==> src/rtl/vending_pkg.sv <==
// vending_pkg: shared types and constants for the keypad emulator.
package vending_pkg;

    typedef enum logic [1:0] {IDLE, PRESS_BOUNCE, HOLD, RELEASE_BOUNCE} emu_state_t;

    localparam int KEY_ROWS = 4;
    localparam int KEY_COLS = 4;

    // Fibonacci taps 16,14,13,11 mapped onto bits 15,13,12,10
    localparam logic [15:0] LFSR_TAPS = 16'hB400;

    function automatic logic [15:0] lfsr_next(input logic [15:0] s);
        return {s[14:0], ^(s & LFSR_TAPS)};
    endfunction

endpackage

==> src/rtl/bounce_lfsr.sv <==
// bounce_lfsr: free-running seedable 16-bit LFSR whose bit 0 drives contact bounce.
module bounce_lfsr
    import vending_pkg::*;
#(
    parameter logic [15:0] SEED = 16'hACE1
) (
    input  logic clk_i,
    input  logic reset_i,
    output logic bit_o
);

    logic [15:0] lfsr_q;

    always_ff @(posedge clk_i) begin
        lfsr_q <= reset_i ? SEED : lfsr_next(lfsr_q);
    end

    assign bit_o = lfsr_q[0];

endmodule

==> src/rtl/keypad_matrix_emulator.sv <==
// keypad_matrix_emulator: 4x4 membrane keypad model with press/release bounce
// and a commanded hold time, answering a scanner on the row/col wires.
module keypad_matrix_emulator
    import vending_pkg::*;
#(
    parameter int          BOUNCE_CYCLES = 64,
    parameter int          BOUNCE_PERIOD = 4,
    parameter logic [15:0] LFSR_SEED     = 16'hACE1,
    parameter bit          ROW_REG       = 1'b0
) (
    input  logic                clk_i,
    input  logic                reset_i,
    input  logic                key_valid_i,
    input  logic [3:0]          key_code_i,
    input  logic [15:0]         hold_cycles_i,
    output logic                key_ready_o,
    input  logic [KEY_COLS-1:0] col_i,
    output logic [KEY_ROWS-1:0] row_o,
    output logic                contact_o,
    output logic                busy_o,
    output logic                done_o
);

    localparam logic [15:0] BC = 16'(BOUNCE_CYCLES);
    localparam logic [15:0] BP = 16'(BOUNCE_PERIOD);

    emu_state_t          state_q, state_d;
    logic [15:0]         cnt_q, cnt_d, hold_q, hold_d, ph_q, ph_d;
    logic [3:0]          key_q, key_d;
    logic                contact_q, contact_d, done_q, done_d;
    logic                lfsr_bit;
    logic [KEY_ROWS-1:0] row_fn, row_q;

    bounce_lfsr #(.SEED(LFSR_SEED)) u_lfsr (
        .clk_i  (clk_i),
        .reset_i(reset_i),
        .bit_o  (lfsr_bit)
    );

    always_comb begin
        state_d   = state_q;
        cnt_d     = cnt_q;
        hold_d    = hold_q;
        key_d     = key_q;
        ph_d      = ph_q;
        contact_d = contact_q;
        done_d    = 1'b0;
        case (state_q)
            IDLE: begin
                contact_d = 1'b0;
                if (key_valid_i) begin
                    key_d     = key_code_i;
                    hold_d    = (hold_cycles_i == '0) ? 16'd1 : hold_cycles_i;
                    cnt_d     = '0;
                    ph_d      = '0;
                    state_d   = (BC == '0) ? HOLD : PRESS_BOUNCE;
                    contact_d = (BC == '0) ? 1'b1 : lfsr_bit;
                end
            end
            PRESS_BOUNCE, RELEASE_BOUNCE: begin
                if (cnt_q == BC - 16'd1) begin
                    cnt_d     = '0;
                    ph_d      = '0;
                    state_d   = (state_q == PRESS_BOUNCE) ? HOLD : IDLE;
                    contact_d = (state_q == PRESS_BOUNCE);
                    done_d    = (state_q == RELEASE_BOUNCE);
                end else begin
                    // contact may only move on period boundaries inside the window
                    cnt_d     = cnt_q + 16'd1;
                    ph_d      = (ph_q == BP - 16'd1) ? '0 : ph_q + 16'd1;
                    contact_d = (ph_q == BP - 16'd1) ? lfsr_bit : contact_q;
                end
            end
            HOLD: begin
                if (cnt_q == hold_q - 16'd1) begin
                    cnt_d     = '0;
                    ph_d      = '0;
                    state_d   = (BC == '0) ? IDLE : RELEASE_BOUNCE;
                    contact_d = (BC == '0) ? 1'b0 : lfsr_bit;
                    done_d    = (BC == '0);
                end else begin
                    cnt_d = cnt_q + 16'd1;
                end
            end
            default: state_d = IDLE;
        endcase
    end

    always_ff @(posedge clk_i) begin
        if (reset_i) begin
            state_q   <= IDLE;
            cnt_q     <= '0;
            hold_q    <= '0;
            key_q     <= '0;
            ph_q      <= '0;
            contact_q <= 1'b0;
            done_q    <= 1'b0;
            row_q     <= '1;
        end else begin
            state_q   <= state_d;
            cnt_q     <= cnt_d;
            hold_q    <= hold_d;
            key_q     <= key_d;
            ph_q      <= ph_d;
            contact_q <= contact_d;
            done_q    <= done_d;
            row_q     <= row_fn;
        end
    end

    // closed contact pulls the selected row low only while its column is driven low
    assign row_fn      = (contact_q && !col_i[key_q[1:0]]) ? ~(KEY_ROWS'(1) << key_q[3:2]) : '1;
    assign row_o       = ROW_REG ? row_q : row_fn;
    assign contact_o   = contact_q;
    assign key_ready_o = (state_q == IDLE);
    assign busy_o      = (state_q != IDLE);
    assign done_o      = done_q;

endmodule

==> config.mk <==
export PLATFORM = sky130hd
export DESIGN_NAME = keypad_matrix_emulator
export DESIGN_NICKNAME = d
export VERILOG_FILES = /design/src/rtl/vending_pkg.sv /design/src/rtl/bounce_lfsr.sv /design/src/rtl/keypad_matrix_emulator.sv
export SDC_FILE = /design/constraint.sdc
export NUM_CORES = 1
export LEC_CHECK = 0
export CORE_AREA = 3 3 102 94
export CTS_BUF_LIST = sky130_fd_sc_hd__clkbuf_2 sky130_fd_sc_hd__clkbuf_4 sky130_fd_sc_hd__clkbuf_8
export CTS_CLUSTER_SIZE = 40
export DETAILED_ROUTE_END_ITERATION = 10
export DIE_AREA = 0 0 105 97
export PLACE_DENSITY = 0.6
export RECOVER_POWER = 50
export SLEW_MARGIN = 20
export SYNTH_ARGS = -nofsm -noshare
export SYNTH_HDL_FRONTEND = slang
export SYNTH_HIERARCHICAL = 1
export SYNTH_SLANG_ARGS = --single-unit
==> constraint.sdc <==
create_clock -name clk_i -period 7.15 [get_ports clk_i]
set_input_delay 0.715 -clock clk_i [delete_from_list [all_inputs] [get_ports clk_i]]
set_output_delay 0.715 -clock clk_i [all_outputs]
set_load 0.005 [all_outputs]
# Word level (Yosys, flattened, before mapping)
# Index checks and enable logic that the tools add are counted.
[totals] latchBits=0 memories=0 ramBits=0 ff_bits=72 out_inout_bits=8 elab_cells=60 romBits=0 in_bits=27
[op_classes] n_mul=0 n_eq_ne=10 muxes=22 reduce_logical=12 div_mod_pow=0 n_shift=1 n_addsub=3 bitwise=3 magnitude_cmp=1
[ops] cell="$mux W16" count=7
[ops] cell="$pmux W16 S3" count=2
[ops] cell="$add A16 B1 Y16 const B" count=2
[ops] cell="$eq A16 B16 Y1" count=1
[ops] cell="$eq A16 B2 Y1 const B" count=1
[ops] cell="$eq A16 B6 Y1 const B" count=1
[ops] cell="$logic_not A16 Y1" count=1
[ops] cell="$reduce_xor A16 Y1" count=1
[ops] cell="$sub A16 B1 Y16 const B" count=1
[ops] cell="$mux W2" count=4
[ops] cell="$ne A2 B2 Y1 const B" count=3
[ops] cell="$pmux W2 S3" count=1
[ops] cell="$reduce_and A2 Y1" count=3
[ops] cell="$mux W1" count=5
[ops] cell="$eq A2 B2 Y1 const B" count=2
[ops] cell="$mux W4" count=1
[ops] cell="$not A4 Y4" count=1
[ops] cell="$shl A1 B2 Y4 const A" count=1
[ops] cell="$lt A2 B3 Y1 const B" count=1
[ops] cell="$ne A3 B3 Y1 const B" count=1
[ops] cell="$pmux W1 S3" count=1
[ops] cell="$reduce_and A3 Y1" count=1
[ops] cell="$reduce_or A3 Y1" count=1
[ops] cell="$bmux W1 S2" count=1
[ops] cell="7 further kinds" count=8

# Longest topological paths before layout
[depth] word_depth=5 mapped_depth=13 depth_no_buf=10

# By module
# The synthesis kept the hierarchy.
[modules_own_cells] module="keypad_matrix_emulator" cells_each=430 n_inst=1 area_per_inst_um2=3407.0
[modules_own_cells] module="bounce_lfsr" cells_each=36 n_inst=1 area_per_inst_um2=454.2

# Worst setup path after synthesis
# Ideal clock, no wire load.
[synth_timing] path_kind="reg2reg" from="register hold_q[0]" to="register ph_q[2]" path_slack_ps=4087 n_path_buf=3 arrival_time_ps=2932 required_ps=7019 synth_period_minus_slack_ps=3063 path_stages_with_launch=13 cell_sequence="dfxtp_1 > inv_1 > ha_1 > buf_2 > or3_1 > o32ai_1 > a211oi_1 > or4b_4 > o31a_4 > buf_2 > buf_2 > o31ai_1 > a21oi_1"
[synth_via] elab_chain_len=4
[synth_lines] element="start: declaration" line_no="keypad_matrix_emulator.sv:28" text="logic [15:0] cnt_q, cnt_d, hold_q, hold_d, ph_q, ph_d;"
[synth_lines] element="start signal: assignment" line_no="keypad_matrix_emulator.sv:102" text="hold_q <= hold_d;"
[synth_lines] element="$sub A16 B1 Y16" line_no="keypad_matrix_emulator.sv:75" text="if (cnt_q == hold_q - 16'd1) begin"
[synth_lines] element="$eq A16 B16 Y1" line_no="keypad_matrix_emulator.sv:75"
[synth_lines] element="$ne A2 B2 Y1 (no line)"
[synth_lines] element="$reduce_and A2 Y1 (no line)"
[synth_lines] element="end signal: assignment" line_no="keypad_matrix_emulator.sv:104" text="ph_q <= ph_d;"
[synth_lines] element="end: declaration" line_no="keypad_matrix_emulator.sv:28"
# Every way passes these cells.
# A chain may end at the register's enable or synchronous reset.

==> results.toml <==
[outcome]
status = "finished, violations left"
violations = "capacitance limit, slew limit"

[timing]
worst_slew_pin_slew_ns = 1.64
slew_headroom = -0.0931
hold_violations = 0
max_freq_ghz = 0.274
finalSetupViolations = 0
period_share = 0.511
slew_violations = 42
finalWorstSetupSlack_ns = 3.50
fin_worst_skew_ns = 0.0113
fin_tns_setup_ns = 0
fin_crit_ns = 3.65
rsz0062_at_grt = "false"

[yosys]
synthArstFlopShare = 0
synth_fa_ha_area_frac = 0.0227
synth_nets = 500
synth_cell_types = 62
ys_ff_latch = 72
yosys.area_share.simple = 0.271
synth_compound_area_frac = 0.206
synth_top_area_share = 0.373
synth.area.top_cells = "dfxtp_1 37%, nand2_1 6.0%, a21oi_1 5.4%"
ys.flop_type = "dfxtp_1"
synth_xor_area_frac = 0.0671
synth_top_family_by_area = "simple AND/OR/NAND/NOR gates"
ys_seq_area_frac = 0.373
synth_mux_area_frac = 0.0113
synth_edf_count = 0
synthCells = 466
syn_area_per_cell_sq_um = 8.29
ys_warn_count = 6
yosysTopAreaCell = "dfxtp_1"
netlist_area_sq_um = 3860

[route]
vias_per_cell = 5.54
vias = 3389
drt-pass1-iter-count = 4
route.detailed.drc = 0
drtIter0Drc = 99
routed_wl_mm = 9.07
routedWlPerCell_microns = 14.8
ant_nets = 0

[critical_path]
crit_type = "primary input to flop"
endpoint_kind = "flop"
critPathArrivalTime_ns = 3.89
cp.required_ns = 7.39
path_max_fanout = 41
cp-start-kind = "primary input"

[global_routing]
grt_util_all_layers = 0.181
antenna_found_initial = 0
grt_pass1_vias = 3152
grt_max_degree = 45
grt_pass1_wl_mm = 15.2
overflow = 0

[pwr]
p_int_mw = 0.855
max-vdd-ir-drop_v = 0.000168
switchingPower_mw = 0.502
combPwrFrac = 0.365
power_switching_share = 0.370
seq_power_share = 0.362
cellLeakagePower_nw = 1.59
p_per_area_nw_per_um2 = 303
power_mw = 1.36
clockPowerShare = 0.273

[layout]
area_delta_synth_final_pct = 15.8
fin_area_sq_um = 4470
final_nets = 522
drive_above_1_share = 0.0669
stdcell_count = 612
antenna_cells = 0

[clocking]
cts_sinks = 72
clk_pin_slew_ns = 0.08
cts-root-buf = "clkbuf_8"
clock_latency_ns = 0.35
postCtsHoldBufs = 0
clk_path_buf_depth = 2
cts_resized = 0
cts_buffers = 9
cts_setup_buffers = 0
cts-htree-levels = 3
tritoncts = "yes"

[placement]
routabilityCongestion = 0.889
postPlaceCellArea_sq_um = 4240
hpwlAfterDp_mm = 6.48
place_inst = 596
port_buffers = 34
dp_slack_ns = 3.59

[floorplanning]
core_area_sq_um = 8570
rows = 32
die_w_microns = 105
die_area_sq_um = 10200
die_h_microns = 97
start_util = 0.451
io_pins = 35

[worst_hold_path]
hold_class = "flop to flop"

[flow_run]
drv_cap = 1
==> worst max-delay path, stage by stage <==
cell,delay (ns)
dlygate4sd3_1,0.52
clkbuf_1,1.18
inv_1,0.39
nand2_1,0.48
a21oi_2,0.19
a311o_1,0.41
==> power groups by stage <==
stage | Clock [mW] | Sequential (mW) | Combinational, mW
finish | 0.371 | 0.491 | 0.495
global route | 0.398 | 0.498 | 0.554
CTS | 0.380 | 0.491 | 0.498
detailed placement | 0 | 0.500 | 0.495
global placement | 0 | 0.499 | 0.489
floorplan | 0 | 0.480 | 0.393
==> per-layer routing <==
layer  part of all wire  up-vias  track usage
met4              0.011        0       0.0545
met5                  0        -            0
met3              0.041        9       0.0407
li1                   -     1728            -
met1               0.49     1599        0.251
met2               0.46       53        0.280
==> layout make-up <==
| type | count | area (sq um) |
|---|---|---|
| fillers | 838 | 4100 |
| multi-input cells | 352 | 2230 |
| flip-flops and latches | 72 | 1440 |
| repair buffers | 36 | 352 |
| clock buffers | 11 | 151 |
| well taps | 119 | 149 |
| clock inverters | 5 | 78.8 |
| inverters | 17 | 63.8 |
==> synthesized netlist by cell type, types with 4 or more instances <==
cell / n
a211oi_1: 6
a21oi_1: 42
a22o_1: 4
a31oi_1: 5
and3_1: 6
buf_2: 7
clkbuf_1: 14
dfxtp_1: 72
ha_1: 7
inv_1: 17
nand2_1: 62
nand2b_1: 5
nand3_1: 20
nand4_1: 8
nor2_1: 28
nor2b_1: 8
nor3_1: 12
nor4_1: 7
o2111ai_1: 5
o21ai_0: 15
o31ai_1: 6
or2_1: 8
or3_1: 14
or4_1: 8
xnor2_1: 19
xor2_1: 8
==> flip-flops by register name, indices dropped and copies added (netlist names) <==
register	flops
contact_o	1
cnt_q	16
state_q	2
hold_q	16
done_o	1
key_q	4
u_lfsr/lfsr_q	16
ph_q	16
==> stage by stage <==
| step | hold WS (ns) | utilization |
|---|---|---|
| after global routing | 0.427 | 0.522 |
| after global placement | 0.384 | 0.495 |
| after floorplan | 0.383 | - |
| final | 0.410 | 0.522 |
| after CTS | 0.415 | 0.522 |
| after detailed placement | 0.397 | 0.495 |
==> cells in the final DEF (no fill, tap or decap), drive strengths merged, types with 9 or more instances in the layout <==
cell / n
nor3: 12
clkbuf: 12
nor2: 28
inv: 17
o21ai: 16
a21oi: 43
clkdlybuf4s50: 30
xnor2: 19
nand3: 20
nand2: 62
or3: 15
or2: 9
dfxtp: 72
==> final timing paths <==
| path | startpoint | to | slack (ns) | cells past startpoint |
|---|---|---|---|---|
| worst min register to register | u_lfsr/lfsr_q[6]$_SDFF_PP1_ | u_lfsr/lfsr_q[7]$_SDFF_PP1_ | 0.41 | 1 |
| worst max-delay path | reset_i | cnt_q[2]$_SDFFE_PP0P_ | 3.50 | 6 |
| worst min-delay path | u_lfsr/lfsr_q[6]$_SDFF_PP1_ | u_lfsr/lfsr_q[7]$_SDFF_PP1_ | 0.41 | 1 |
| worst max register to register | hold_q[0]$_SDFFE_PP0P_ | ph_q[8]$_SDFFE_PP0P_ | 3.61 | 10 |
==> cell families (layout without fill, tap and decap cells) <==
| logic type | count (synthesis) | after routing |
|---|---|---|
| XOR/XNOR | 28 | 28 |
| AO/OA/AOI/OAI | 115 | 115 |
| buffers and inverters | 42 | 69 |
| AND/OR/NAND/NOR | 199 | 199 |
| adder cells (fa/ha/maj) | 7 | 7 |
| flip-flops | 72 | 72 |
| multiplexers | 3 | 3 |
Note: power is estimated with default switching activity, not from simulation.
